<file path="config.mk">
export PLATFORM = sky130hd
export DESIGN_NAME = ts_tracklet_cnt_reader
export DESIGN_NICKNAME = d
export VERILOG_FILES = /design/src/rtl/ts_tracklet_cnt_reader_pkg.sv /design/src/rtl/ts_tracklet_cnt_reader.sv
export SDC_FILE = /design/constraint.sdc
export NUM_CORES = 1
export LEC_CHECK = 0
export ABC_AREA = 1
export BUFFER_PORTS_ARGS = -buffer_cell sky130_fd_sc_hd__buf_2
export CORE_UTILIZATION = 56
export CTS_CLUSTER_SIZE = 12
export DETAILED_ROUTE_END_ITERATION = 8
export PLACE_DENSITY = 0.83
export REMOVE_ABC_BUFFERS = 1
export SYNTH_ARGS = -nofsm -noshare
export SYNTH_HDL_FRONTEND = slang
export SYNTH_SLANG_ARGS = --single-unit
export TNS_END_PERCENT = 30
</file>
<file path="constraint.sdc">
create_clock -name clk -period 3 [get_ports clk]
set_input_delay 0.45 -clock clk [delete_from_list [all_inputs] [get_ports clk]]
set_output_delay 0.45 -clock clk [all_outputs]
set_load 0.03 [all_outputs]
</file>
<file path="src/rtl/ts_tracklet_cnt_reader_pkg.sv">
// Shared constants for the tracklet count reader: default count width,
// layout of the packed count FIFO word, module-pair encodings and the
// reader FSM state type.
package ts_tracklet_cnt_reader_pkg;

  localparam int unsigned TRACKLET_CNT_BITS        = 6;
  localparam int unsigned STRUCT_TRACKLET_CNT_BITS = 3 * TRACKLET_CNT_BITS;

  // Field bounds within the packed count word (a in the top slice).
  localparam int unsigned TRACKLET_CNT_A_MSB = 3 * TRACKLET_CNT_BITS - 1;
  localparam int unsigned TRACKLET_CNT_A_LSB = 2 * TRACKLET_CNT_BITS;
  localparam int unsigned TRACKLET_CNT_B_MSB = 2 * TRACKLET_CNT_BITS - 1;
  localparam int unsigned TRACKLET_CNT_B_LSB = TRACKLET_CNT_BITS;
  localparam int unsigned TRACKLET_CNT_C_MSB = TRACKLET_CNT_BITS - 1;
  localparam int unsigned TRACKLET_CNT_C_LSB = 0;

  // Module-pair encodings carried on trk_pair.
  localparam logic [1:0] PAIR_A = 2'd0;
  localparam logic [1:0] PAIR_B = 2'd1;
  localparam logic [1:0] PAIR_C = 2'd2;

  typedef enum logic [1:0] {
    ST_IDLE,
    ST_FETCH,
    ST_SCAN,
    ST_DONE
  } rd_state_t;

endpackage

</file>
<file path="src/rtl/ts_tracklet_cnt_reader.sv">
// Tracklet count reader: pops one packed count word (a/b/c) from a
// standard-read FIFO, then walks the three module pairs emitting one
// (pair, index) request per tracklet under a valid/ready handshake, and
// pulses event_done once every request of the word has been accepted.
module ts_tracklet_cnt_reader
  import ts_tracklet_cnt_reader_pkg::*;
#(
  parameter int unsigned CNT_BITS = TRACKLET_CNT_BITS
) (
  input  logic                  clk,
  input  logic                  reset,
  input  logic [3*CNT_BITS-1:0] struct_tracklet_cnt,
  input  logic                  tracklet_cnt_fifo_empty,
  output logic                  rd_en,
  input  logic                  trk_ready,
  output logic                  trk_valid,
  output logic [1:0]            trk_pair,
  output logic [CNT_BITS-1:0]   trk_index,
  output logic                  event_done,
  output logic                  busy
);

  // Package bounds describe the default-width word; scale the field slot
  // positions so a non-default CNT_BITS keeps the same a/b/c ordering.
  localparam int unsigned A_LSB = (TRACKLET_CNT_A_LSB / TRACKLET_CNT_BITS) * CNT_BITS;
  localparam int unsigned B_LSB = (TRACKLET_CNT_B_LSB / TRACKLET_CNT_BITS) * CNT_BITS;
  localparam int unsigned C_LSB = (TRACKLET_CNT_C_LSB / TRACKLET_CNT_BITS) * CNT_BITS;

  rd_state_t           state;
  logic [CNT_BITS-1:0] cnt_a;
  logic [CNT_BITS-1:0] cnt_b;
  logic [CNT_BITS-1:0] cnt_c;
  logic [CNT_BITS-1:0] fld_a;
  logic [CNT_BITS-1:0] fld_b;
  logic [CNT_BITS-1:0] fld_c;
  logic [CNT_BITS-1:0] cur_cnt;
  logic [CNT_BITS-1:0] nxt_cnt;
  logic                last_pair;
  logic                last_index;
  logic                accept;

  assign fld_a = struct_tracklet_cnt[A_LSB +: CNT_BITS];
  assign fld_b = struct_tracklet_cnt[B_LSB +: CNT_BITS];
  assign fld_c = struct_tracklet_cnt[C_LSB +: CNT_BITS];

  // Count of the pair being scanned and of the pair that follows it.
  always_comb begin
    cur_cnt = '0;
    nxt_cnt = '0;
    case (trk_pair)
      PAIR_A: begin
        cur_cnt = cnt_a;
        nxt_cnt = cnt_b;
      end
      PAIR_B: begin
        cur_cnt = cnt_b;
        nxt_cnt = cnt_c;
      end
      PAIR_C: begin
        cur_cnt = cnt_c;
      end
      default: begin
        cur_cnt = '0;
      end
    endcase
  end

  assign last_pair  = (trk_pair == PAIR_C);
  assign last_index = (trk_index == cur_cnt - CNT_BITS'(1));
  assign accept     = trk_valid & trk_ready;

  // Reader FSM with all outputs registered. rd_en is raised in IDLE one
  // cycle after a non-empty FIFO is seen and the move to FETCH happens on
  // the edge that ends the pop cycle, so the pop strobe only ever appears
  // while the FSM is in IDLE. In SCAN trk_valid always equals (count != 0)
  // for the current pair, so a zero-count pair costs exactly one cycle.
  always_ff @(posedge clk or negedge reset) begin
    if (!reset) begin
      state      <= ST_IDLE;
      rd_en      <= 1'b0;
      trk_valid  <= 1'b0;
      trk_pair   <= PAIR_A;
      trk_index  <= '0;
      event_done <= 1'b0;
      busy       <= 1'b0;
      cnt_a      <= '0;
      cnt_b      <= '0;
      cnt_c      <= '0;
    end else begin
      case (state)
        ST_IDLE: begin
          if (rd_en) begin
            rd_en <= 1'b0;
            busy  <= 1'b1;
            state <= ST_FETCH;
          end else if (!tracklet_cnt_fifo_empty) begin
            rd_en <= 1'b1;
          end
        end

        ST_FETCH: begin
          cnt_a     <= fld_a;
          cnt_b     <= fld_b;
          cnt_c     <= fld_c;
          trk_pair  <= PAIR_A;
          trk_index <= '0;
          trk_valid <= (fld_a != '0);
          state     <= ST_SCAN;
        end

        ST_SCAN: begin
          if ((cur_cnt == '0) || (accept && last_index)) begin
            trk_index <= '0;
            if (last_pair) begin
              trk_valid  <= 1'b0;
              event_done <= 1'b1;
              state      <= ST_DONE;
            end else begin
              trk_pair  <= trk_pair + 2'd1;
              trk_valid <= (nxt_cnt != '0);
            end
          end else if (accept) begin
            trk_index <= trk_index + CNT_BITS'(1);
          end
        end

        ST_DONE: begin
          event_done <= 1'b0;
          busy       <= 1'b0;
          state      <= ST_IDLE;
        end

        default: begin
          state <= ST_IDLE;
        end
      endcase
    end
  end

endmodule

</file>
# After elaboration in Yosys (flattened, before gate mapping)
# Index checks and enable logic that the tools add are counted.
# op_classes
add_sub_neg	3
n_eq_ne	11
muxes	22
bitwise	1
reduce_logical	16
# ops
operator	count
$pmux 6 s2	2
$pmux 6 s3	1
$mux 6	2
$reduce_bool 6->1	2
$mux 2	5
$reduce_and 3->1	3
$ne 2x2->1 const B	4
$pmux 2 s4	1
$mux 1	7
$add 6x1->6 const B	1
$eq 2x2->1 const B	3
$eq 6x6->1	1
$logic_not 6->1	1
$pmux 1 s2	3
$reduce_and 2->1	3
$reduce_bool 2->1	3
$sub 6x1->6 const B	1
$eq 2x1->1 const B	2
$logic_not 2->1	2
$pmux 2 s2	1
$ne 3x3->1 const B	1
$add 2x1->2 const B	1
$and 1x1->1	1
$logic_and 1x1->1	1
$logic_or 1x1->1	1
# word_totals
register_bits	32
input_bits	22
output_inout_bits	12

# Logic depth before layout (Yosys ltp)
# logic_depth
word_depth	8
mapped_depth	19
mapped_depth_nobuf	19

# Worst setup path after synthesis
# No wires, ideal clock.
# synth_path
kind	reg-to-reg
from	reg trk_pair[0]
to	reg trk_pair[0]
arrival_ns	2.406
t_required_ns	2.882
setup_slack_ns	0.476
stages_incl_launch_ff	19
synth_period_minus_slack_ns	2.524
cell_sequence	dfrtp_1 -> inv_1 -> ha_1 -> nand2_2 -> nand3_2 -> nand2_4 -> ha_1 -> nand2_1 -> inv_1 -> nor2_1 -> o21ai_0 -> nor2_4 -> nand2_2 -> nor2_4 -> nand3_4 -> nand3_4 -> nand2_2 -> nand2_1 -> nand2_1
# synth_via
elab_chain_len	8
word_cells_on_any_way	16
classes_between	2 x add/sub; 5 x eq/ne; 4 x mux; 5 x reduce/logical
# synth_lines
item	line_no	rtl
start, declared	ts_tracklet_cnt_reader.sv:17	output logic [1:0] trk_pair,
start signal, assigned	ts_tracklet_cnt_reader.sv:119	trk_pair <= trk_pair + 2'd1;
$eq 2x2->1, or another cell as far along	ts_tracklet_cnt_reader.sv:50, ts_tracklet_cnt_reader.sv:68	
$pmux 6 s3	ts_tracklet_cnt_reader.sv:50	case (trk_pair)
$sub 6x1->6	ts_tracklet_cnt_reader.sv:69	assign last_index = (trk_index == cur_cnt - CNT_BITS'(1));
$eq 6x6->1	ts_tracklet_cnt_reader.sv:69	
$logic_and 1x1->1	ts_tracklet_cnt_reader.sv:112	if ((cur_cnt == '0) || (accept && last_index)) begin
$logic_or 1x1->1	ts_tracklet_cnt_reader.sv:112	
$ne 2x2->1 (no line)	--	
$reduce_and 3->1 (no line)	--	
# Several ways; a longest one is shown, not always the timed one. The select of a mux whose other input is x is not followed.
# A chain may end at the register's enable or synchronous reset.

# Worst setup path in the final report
# layout_path
from	reg trk_pair[0]
to	reg event_done
# layout_via
elab_chain_len	8
word_cells_on_any_way	12
classes_between	1 x add/sub; 5 x eq/ne; 1 x mux; 5 x reduce/logical
# layout_lines
item	line_no	rtl
$eq 2x2->1, or another cell as far along	ts_tracklet_cnt_reader.sv:50, ts_tracklet_cnt_reader.sv:68	
$pmux 6 s3	ts_tracklet_cnt_reader.sv:50	
$sub 6x1->6	ts_tracklet_cnt_reader.sv:69	
$eq 6x6->1	ts_tracklet_cnt_reader.sv:69	
$logic_and 1x1->1	ts_tracklet_cnt_reader.sv:112	
$logic_or 1x1->1	ts_tracklet_cnt_reader.sv:112	
$ne 2x2->1 (no line)	--	
$reduce_and 3->1 (no line) *	--	
end signal, assigned	ts_tracklet_cnt_reader.sv:84	event_done <= 1'b0;
end signal, assigned	ts_tracklet_cnt_reader.sv:116	event_done <= 1'b1;
end signal, assigned	ts_tracklet_cnt_reader.sv:128	event_done <= 1'b0;
end, declared	ts_tracklet_cnt_reader.sv:19	output logic event_done,
# Every way passes the cells marked *; elsewhere a longest branch is shown, timed or not.

==> qor.yml <==
swShare: 0.4846
fin_ws_ps: 349.1
area_delta_synth_final_pct: 15.68
drt_iter0_markers: 127
synth.distinct_cells: 29
power_mw: 2.541
cts_tree: "built"
worstPathMaxFanout: 8
fmax_mhz: 377.2
min_path_type: "primary input to async pin"
crit_chain: "inv_1 -> ha_1 -> nand2_1 -> nand3_1 -> nand2_1 -> ha_1 -> nand2_1 -> inv_1 -> nor2_1 -> o21ai_0 -> nor2_4 -> nand2_2 -> nor2_4 -> nand3_4 -> nand3_4 -> nand2_1 -> nand2_1 -> nand2_1"
cts_root_buf: "clkbuf_8"
worst_pin_slew_ps: 699.3
cts_buffer_depth: 2
grt_pass1_vias: 1899
synthArstFlopShare: 1.000
min_period_ps: 2651
cts_buffers: 5
slowest_delay_ps: 440
cts_sinks: 32
intPower_mw: 1.310
antenna_left: 0
cts_setup_buffers: 0
cts_resized: 0
io_pins: 34
p_sw_mw: 1.231
first_pass_iters: 4
syn_avg_cell_area_um2: 7.521
powerDensity_nw_per_um2: 1047
grtUsageTotal: 0.2635
worst_path_max_delay_cell: "dfrtp_1"
vias: 1875
path_class: "flop to flop"
ys_seq_area_frac: 0.3816
dp_slack_ps: 364.7
clock_latency_ps: 290
ys_dominant_reg_cell: "dfrtp_1"
fin_nets: 349
routed_wirelength_um: 4450
power_leakage_nw: 1.332
fp.coreArea_um2: 3468
end_kind: "flop"
die_w_um: 63.21
h-tree-depth: 2
crit_arrival_ps: 2840
clk_pin_slew_ps: 70
initial_core_util: 0.6050
hold_viol: 0
antenna_found_initial: 0
final_max_slew_viol_count: 0
ir_drop_v: 0.0006701
cap_violations: 0
drc_errors: 0
yosysWarningCount: 0
synth_area_um2: 2098
fin_crit_sh: 0.8836
cpMostUsedCell: "nand2_1"
drive_gt1_frac: 0.2397
tns_ps: 0
setup_viol: 0
synthesis.instances: 279
rsz0062_at_grt: "no"
grt_max_degree: 33
wl_per_cell_um: 12.26
worstPathRequired_ps: 3190
skew_ps: 5.563
yosys_register_bits: 32
overflow: 0
die_h_um: 63.21
outcome: "completed"
place.gp.congestion: 0.8894
dp_hpwl_um: 3368
synth-edff-count: 0
vias_per_cell: 5.165
io_buffer_count: 33
fp-row-count: 21
antenna_cells: 0
pwr-share-comb: 0.533
maxSlewHeadroom: 0.5338
seq_power_share: 0.298
cp-start-kind: "flop"
grt_pass1_wl_um: 8148
dieArea_um2: 3996
pwr-share-clk: 0.169
hold_buffers: 0
[placed cells by master (no fill, tap or decap), types with 4 or more instances in the layout]
master	Yosys	layout
buf_2	1	33
ha_1	11	11
nand2_1	97	97
nand3_2	4	4
nand4_1	8	8
dfrtp_1	32	32
o21ai_0	9	9
nor2_1	20	20
nand2_2	15	15
clkbuf_8	0	5
nand3_1	17	17
xor2_1	4	4
inv_1	28	28
o21bai_1	6	6
[kinds of logic after synthesis]
| logic type | share of synthesized area |
|---|---|
| simple gates | 0.4007 |
| buf+inv | 0.07274 |
| flops | 0.3816 |
| compound gates | 0.06260 |
| fa+ha+maj | 0.06559 |
| xor+xnor | 0.01669 |
[registers in the layout (all words and copies together) (netlist names)]
name        count
cnt_b           6
rd_en           1
busy            1
trk_valid       1
event_done      1
trk_index       6
cnt_a           6
state           2
trk_pair        2
cnt_c           6
[worst paths after layout]
path,start,endpoint,slack (ps),depth (start not counted)
setup reg to reg,trk_pair[0],event_done,350,18
min in group clk,struct_tracklet_cnt[4],cnt_c[4],360,3
hold reg to reg,event_done,event_done,480,2
setup / recovery,trk_pair[0],event_done,350,18
hold / removal,reset,cnt_c[5],200,1
max in group asynchronous,reset,cnt_b[3],2350,1
[final cells by class]
class	instances	area (um^2)
Clock buffer	5	68.82
Clock inverter	3	46.29
Fill cell	314	1041
Inverter	34	136.4
Multi-Input combinational cell	209	1145
Sequential cell	32	800.8
Tap cell	46	57.56
Timing Repair Buffer	34	172.7
[routing by layer]
layer  global-route usage  vias to the layer above  share of wire  routed length, um
li1                     -                      955              -                  -
met1               0.3217                      865           0.45               1981
met2               0.4301                       46           0.48               2145
met3              0.05435                        9          0.048                215
met4               0.1506                        0          0.024                108
met5                    0                        -              0                  0
[power groups by stage]
stage	logic [mW]	clock network (mW)	registers, mW
floorplan	0.993	0	0.805
global placement	1.31	0	0.761
detailed placement	1.35	0	0.760
CTS	1.37	0.431	0.755
global route	1.57	0.446	0.784
finish	1.36	0.428	0.758
[cells in the mapped netlist, drive strengths merged (3+ instances only)]
cell type	n	area, um^2
ha	11	137.6
nand3	24	177.7
nand4	8	50.05
nand2	115	491.7
dfrtp	32	800.8
xor2	4	35.03
o21ai	11	58.80
nor2	23	103.9
clkbuf	3	11.26
o21bai	6	45.04
inv	32	127.6
[critical path: cells and delay by family (launching register included)]
family,cells,cell delay [ps]
compound gates,1,130
buf+inv,2,170
simple gates,13,1150
fa+ha+maj,2,620
flops,1,440
[stage by stage]
step / hold WS (ps) / util / cells / cell area, um^2
floorplan: 154.4 / - / 275 / 2082
global placement: 453.1 / 0.6667 / 355 / 2312
detailed placement: 461.7 / 0.6667 / 355 / 2312
CTS: 221.6 / 0.6999 / 363 / 2427
global route: 253.3 / 0.6999 / 363 / 2427
finish: 199.8 / 0.6999 / 363 / 2427
Power figures use the tool's default switching activity.
